[config.mk]
export PLATFORM = sky130hd
export DESIGN_NAME = step_sequencer
export DESIGN_NICKNAME = d
export VERILOG_FILES = /design/src/rtl/step_sequencer.sv
export SDC_FILE = /design/constraint.sdc
export NUM_CORES = 1
export LEC_CHECK = 0
export CAP_MARGIN = 20
export CORE_ASPECT_RATIO = 0.6
export CORE_MARGIN = 8
export CORE_UTILIZATION = 40
export CTS_CLUSTER_DIAMETER = 40
export DETAILED_ROUTE_END_ITERATION = 8
export DONT_BUFFER_PORTS = 1
export MAX_ROUTING_LAYER = met4
export SLEW_MARGIN = 15
export SYNTH_ARGS = -nofsm -noshare
export SYNTH_HDL_FRONTEND = slang
export SYNTH_SLANG_ARGS = --single-unit
export TNS_END_PERCENT = 30
[constraint.sdc]
create_clock -name Clock -period 1.2 [get_ports Clock]
set_clock_uncertainty 0.05 [all_clocks]
set_input_delay 0.12 -clock Clock [delete_from_list [all_inputs] [get_ports Clock]]
set_output_delay 0.12 -clock Clock [all_outputs]
set_load 0.05 [all_outputs]
[src/rtl/step_sequencer.sv]
// Step sequencer: produces the Tstep count and instruction register for the
// control unit, starts on a rising edge of Run, stops at a Clear with Run low,
// and counts retired instructions on Done.
// Optional feature: define STEP_WATCHDOG_EN to add a watchdog that aborts the
// sequencer (sticky StepErr) when Tstep sits at MAX_STEP for WD_LIMIT cycles.
module step_sequencer #(
    parameter int unsigned STEP_W   = 3,
    parameter int unsigned MAX_STEP = 6,
    parameter int unsigned IR_W     = 10,
`ifdef STEP_WATCHDOG_EN
    parameter int unsigned WD_LIMIT = 4,
`endif
    parameter int unsigned CNT_W    = 16
) (
    input  logic              Clock,
    input  logic              Resetn,
    input  logic              Run,
    input  logic              Clear,
    input  logic              Done,
    input  logic              IRin,
    input  logic [IR_W-1:0]   DIN,
    output logic [STEP_W-1:0] Tstep,
    output logic [IR_W-1:0]   Instrucao,
    output logic              Busy,
    output logic [CNT_W-1:0]  InstrCount,
    output logic              StepErr
);

    typedef enum logic [0:0] {StIdle, StActive} state_e;

    localparam logic [STEP_W-1:0] MaxStep = STEP_W'(MAX_STEP);

    state_e             state_q, state_d;
    logic [STEP_W-1:0]  tstep_q, tstep_d;
    logic [IR_W-1:0]    ir_q, ir_d;
    logic [CNT_W-1:0]   cnt_q, cnt_d;
    logic               run_q;
    logic               start;
    logic               start_ok;

`ifdef STEP_WATCHDOG_EN
    localparam int unsigned WD_W = $clog2(WD_LIMIT + 1);
    localparam logic [WD_W-1:0] WdLast = WD_W'(WD_LIMIT - 1);

    logic [WD_W-1:0] wd_q, wd_d;
    logic            err_q, err_d;

    assign start_ok = ~err_q;
    assign StepErr  = err_q;
`else
    assign start_ok = 1'b1;
    assign StepErr  = 1'b0;
`endif

    // Rising edge of Run is the only thing that can start the sequencer
    assign start = Run & ~run_q;

    // Next-state: step counter, IR load, retire count and optional watchdog
    always_comb begin
        state_d = state_q;
        tstep_d = tstep_q;
        ir_d    = ir_q;
        cnt_d   = cnt_q;
`ifdef STEP_WATCHDOG_EN
        wd_d    = '0;
        err_d   = err_q;
`endif
        unique case (state_q)
            StIdle: begin
                tstep_d = '0;
                if (start && start_ok) begin
                    state_d = StActive;
                end
            end
            StActive: begin
                if (Clear) begin
                    tstep_d = '0;
                    // Stopping is only allowed at an instruction boundary
                    if (!Run) begin
                        state_d = StIdle;
                    end
                end else if (tstep_q < MaxStep) begin
                    tstep_d = tstep_q + 1'b1;
                end
                if (Done) begin
                    cnt_d = cnt_q + 1'b1;
                end
                if (IRin) begin
                    ir_d = DIN;
                end
`ifdef STEP_WATCHDOG_EN
                if (!Clear && tstep_q == MaxStep) begin
                    if (wd_q == WdLast) begin
                        err_d   = 1'b1;
                        state_d = StIdle;
                        tstep_d = '0;
                    end else begin
                        wd_d = wd_q + 1'b1;
                    end
                end
`endif
            end
            default: state_d = StIdle;
        endcase
    end

    // State registers, asynchronously cleared by Resetn
    always_ff @(posedge Clock or negedge Resetn) begin
        if (!Resetn) begin
            state_q <= StIdle;
            tstep_q <= '0;
            ir_q    <= '0;
            cnt_q   <= '0;
            run_q   <= 1'b0;
`ifdef STEP_WATCHDOG_EN
            wd_q    <= '0;
            err_q   <= 1'b0;
`endif
        end else begin
            state_q <= state_d;
            tstep_q <= tstep_d;
            ir_q    <= ir_d;
            cnt_q   <= cnt_d;
            run_q   <= Run;
`ifdef STEP_WATCHDOG_EN
            wd_q    <= wd_d;
            err_q   <= err_d;
`endif
        end
    end

    assign Tstep      = tstep_q;
    assign Instrucao  = ir_q;
    assign InstrCount = cnt_q;
    assign Busy       = (state_q == StActive);

endmodule

# Word-level counts from Yosys, hierarchy flattened
# Cells that the tools add are included.
[word_totals]
register_bits = 31
inputBits = 16
out_inout_bits = 31
wordCells = 21
[classes]
n_addsub = 2
n_lt_le_gt_ge = 1
eq_ne = 1
n_mux = 7
bitwise = 3
reduce_logical = 2
[op_table]
columns = ["op", "count"]
rows = [
  ["$add A16 B1 Y16 const B", 1],
  ["$mux W3", 2],
  ["$pmux W3 S2", 1],
  ["$reduce_and A2 Y1", 2],
  ["$add A3 B1 Y3 const B", 1],
  ["$lt A3 B3 Y1 const B", 1],
  ["$mux W1", 3],
  ["$ne A3 B2 Y1 const B", 1],
  ["$not A1 Y1", 2],
  ["$pmux W1 S2", 1],
  ["$and A1 B1 Y1", 1],
]

# Depth between registers and ports, before layout
[logic_depth]
depth_word = 4
ltp_mapped = 5
mapped_depth_nobuf = 5

# Worst setup path before layout
# No wires, ideal clock.
[synth_timing]
path_type = "reg2reg"
from = "reg cnt_q[0] (netlist: InstrCount[0])"
to = "reg cnt_q[12] (netlist: InstrCount[12])"
setup_time_ns = 0.141
arrival_ns = 1.591
t_required_ns = 1.009
path_slack_ns = -0.582
path_stages_with_launch = 6
path_buffers = 0
synth_period_minus_slack_ns = 1.782
cell_sequence = "dfrtp_1 > ha_1 > nand4_2 > nor3_2 > nand4_1 > xnor2_1"
[synth_via]
elab_chain_len = 1
[synth_lines]
columns = ["element", "line_no", "rtl"]
rows = [
  ["start, declared", "36", "logic [CNT_W-1:0] cnt_q, cnt_d;"],
  ["start signal, assigned", "123", "cnt_q <= cnt_d;"],
  ["$add A16 B1 Y16", "86", "cnt_d = cnt_q + 1'b1;"],
]
# No other way between the ends.
# A chain may end at the register's enable or synchronous reset.

# Final worst setup path
[layout_timing]
from = "reg cnt_q[1] (netlist: InstrCount[1])"
to = "reg cnt_q[12] (netlist: InstrCount[12])"
# Same word-level chain as after synthesis.

==> results.md <==
* Run status: complete, but fails checks
* Failing checks: negative setup slack
* Global route total overflow at 0
* Clock sinks at 31
* Setup TNS at -554.2 ps
* Detailed Route Iter0 Violations at 18
* H-tree levels at 2
* RSZ-0062 raised after global routing: yes
* Drt via density at 4.598
* Port bufs at 0
* Post-synth cell types at 20
* Worst path slowest cell: dfrtp_2
* Mapped Avg Cell Area at 12.65 um2
* Hold WC Path Type: input pin to flop
* Most frequent cells in the layout: buf_4 (30), dfrtp_1 (17), dfrtp_2 (14), xnor2_1 (14), dlygate4sd3_1 (14)
* Power per standard cell area at 1957 mW/mm2
* R2R depth at 5
* Clk root buf: clkbuf_8
* Syn Nets at 119
* Peak supply drop at 1.374 mV
* R2r startpoint: InstrCount[1]
* Synthesized area at 0.001277 mm2
* Mux cell area share after synthesis at 0.09696
* #FFs+latches synth at 31
* Final slew viol count at 0
* Simple-gate share of the synthesized area at 0.1342
* Num CTS Buffers at 5
* Non-Filler Instances at 199
* Site row count at 16
* Resize count post-CTS at 0
* FF-to-FF setup slack at -70 ps
* Crit start category: flop
* DR WL/cell at 14.29 um
* CTS max path bufs at 2
* Final number of setup-violating endpoints at 14
* Final Hold Violating Endpoints at 0
* Final period util at 1.060
* Post-route DRC at 0
* Critical Path AT at 1380 ps
* # diodes at 0
* Main combinational cell family by area after synthesis: simple AND/OR/NAND/NOR gates
* Vias in the first global route at 1012
* First-pass GRT wire length at 4754 um
* Setup slack after layout at -71.77 ps
* Post-detail-place hpwl at 2128 um
* Crit path required time at 1310 ps
* Critical path's largest stage delay at 400 ps
* Compound-cell area share of the yosys netlist at 0.01175
* Total setup buffers inserted after CTS at 0
* Antenna viol nets, final at 0
* Die W at 88.96 um
* Sequential area share after synthesis at 0.6072
* Initial Utilization at 0.4064
* Worst-skew pair later-pin latency at 270 ps
* # IOs at 47
* Critical path cell sequence: ha_4 -> nand4_4 -> nor3_4 -> nand4_1 -> xnor2_1
* Nets at 171
* Die height at 59.78 um
* Power Total at 3.702 mW
* Fill count at 253
* Syn Inst Count at 101
* Core Box Area at 0.003143 mm2
* Largest net degree at the start of global routing at 32
* Post-Synth Adder-Cell Area at 0.01959
* Initial antenna violation count at 0
* CP Launch Point: InstrCount[1]
* WS Path Type: flop to flop
* Max Cap Viol at 0
* Fin crit period at 1272 ps
* Via count at 915
* CTS tree: built
* Global Route Usage Sum at 0.1230
* Total Wirelength at 2844 um
* Leak Pwr at 0.8648 nW
* Commonest non-fill, non-tap cell in the layout: buf_4
* Synth warn at 0
* Crit-path max FO at 3
* RD Place Congestion at 0.7742
* Crit path capture type: flop
* Final design utilization at 0.6019
* R2R Path End: InstrCount[12]
* Placed instance count at 176
* Area Growth Syn to Fin at 48.09%
* Post-synthesis xor/xnor area fraction at 0.1097
* DR pass1 iterations at 4
* Clk pin slew, worst setup/hold paths at 70 ps
* Die area at 0.005317 mm2
* Share of layout cells above drive strength 1 at 0.4610
* Fmax at 786.3 MHz
* Crit path capture: InstrCount[12]
-- final cells by class --
cell class | count | area [um2] | share of cell area
well taps | 45 | 56.30 | 0.02976
multi-input cells | 65 | 521.8 | 0.2758
repair buffers | 46 | 405.4 | 0.2143
flip-flops and latches | 31 | 793.3 | 0.4193
inverters | 4 | 15.01 | 0.007937
clock buffers | 8 | 100.1 | 0.05291
-- registers in the layout, summed over array words and instances, names as in the netlist --
signal,cells
InstrCount,16
Busy,1
Tstep,3
Instrucao,10
run_q,1
-- timing repair --
action / 4_1_cts / 5_1_grt
endpoints found under the setup margin: 15 / 20
endpoints found under the hold margin: 45 / 0
pin swaps: 4 / 0
gates cloned: 0 / 0
hold buffers: 15 / 0
-- critical path, delay by kind of cell (launching register included) --
kind / cells / cell delay [ps]
adders and majority gates: 1 / 150
and+or+nand+nor: 3 / 420
DFF: 1 / 400
xor gates and xnor gates: 1 / 150
-- metrics by stage --
step	instance area (um2)	hold slack, ps	setup WS (ps)
finish	1892	13.70	-71.77
global route	1892	39.94	-140.4
CTS	1892	5.978	-85.66
detailed placement	1632	-224.7	-81.35
global placement	1632	-224.8	-41.90
floorplan	1338	-225.6	-251.3
-- cells by family after synthesis --
group / Yosys count
and+or+nand+nor: 32
muxes: 11
AOI/OAI and AO/OA: 3
DFF: 31
adders and majority gates: 2
buffers and inverters: 5
xor gates and xnor gates: 16
other: 1
-- worst min-delay path by stage --
stage                     startpoint        endpoint  slack, ps  cells past startpoint
after floorplan               Resetn            Busy       -230                      0
after global placement        Resetn  InstrCount[14]       -220                      0
after detailed placement      Resetn  InstrCount[12]       -220                      0
after CTS                      Clear        Tstep[0]          6                      2
after global routing           Clear        Tstep[1]         40                      2
final                          Clear        Tstep[0]         10                      2
-- routing by layer --
metal  wire [um]  share of wire  GRT usage  vias up
met1        1207           0.42     0.1370      442
li1            -              -          -      440
met5           0              0          -        -
met4          46          0.016    0.05634        0
met2        1374           0.48     0.1870       28
met3         215          0.076    0.05487        5
-- synth_stat cells --
master / number / share of area
a21oi_1: 3 / 0.012
nand2_1: 6 / 0.018
xnor2_1: 14 / 0.096
and4_1: 1 / 0.0069
conb_1: 1 / 0.0029
nor3_2: 1 / 0.0078
mux2_2: 11 / 0.097
nor2_1: 7 / 0.021
xor2_1: 2 / 0.014
inv_1: 4 / 0.012
nand4_1: 2 / 0.0098
nor3_1: 1 / 0.0039
dfrtp_1: 31 / 0.61
nor2_4: 1 / 0.0088
buf_4: 1 / 0.0059
nand4_2: 1 / 0.0098
nand2b_1: 1 / 0.0049
ha_1: 2 / 0.020
and3_1: 1 / 0.0049
nand3_1: 10 / 0.039
-- where the power goes --
part	switching, mW	internal [mW]
logic	0.948	0.477
clock network	0.355	0.523
registers	0.151	1.25
total	1.45	2.25
(Power assumes the default switching activity.)
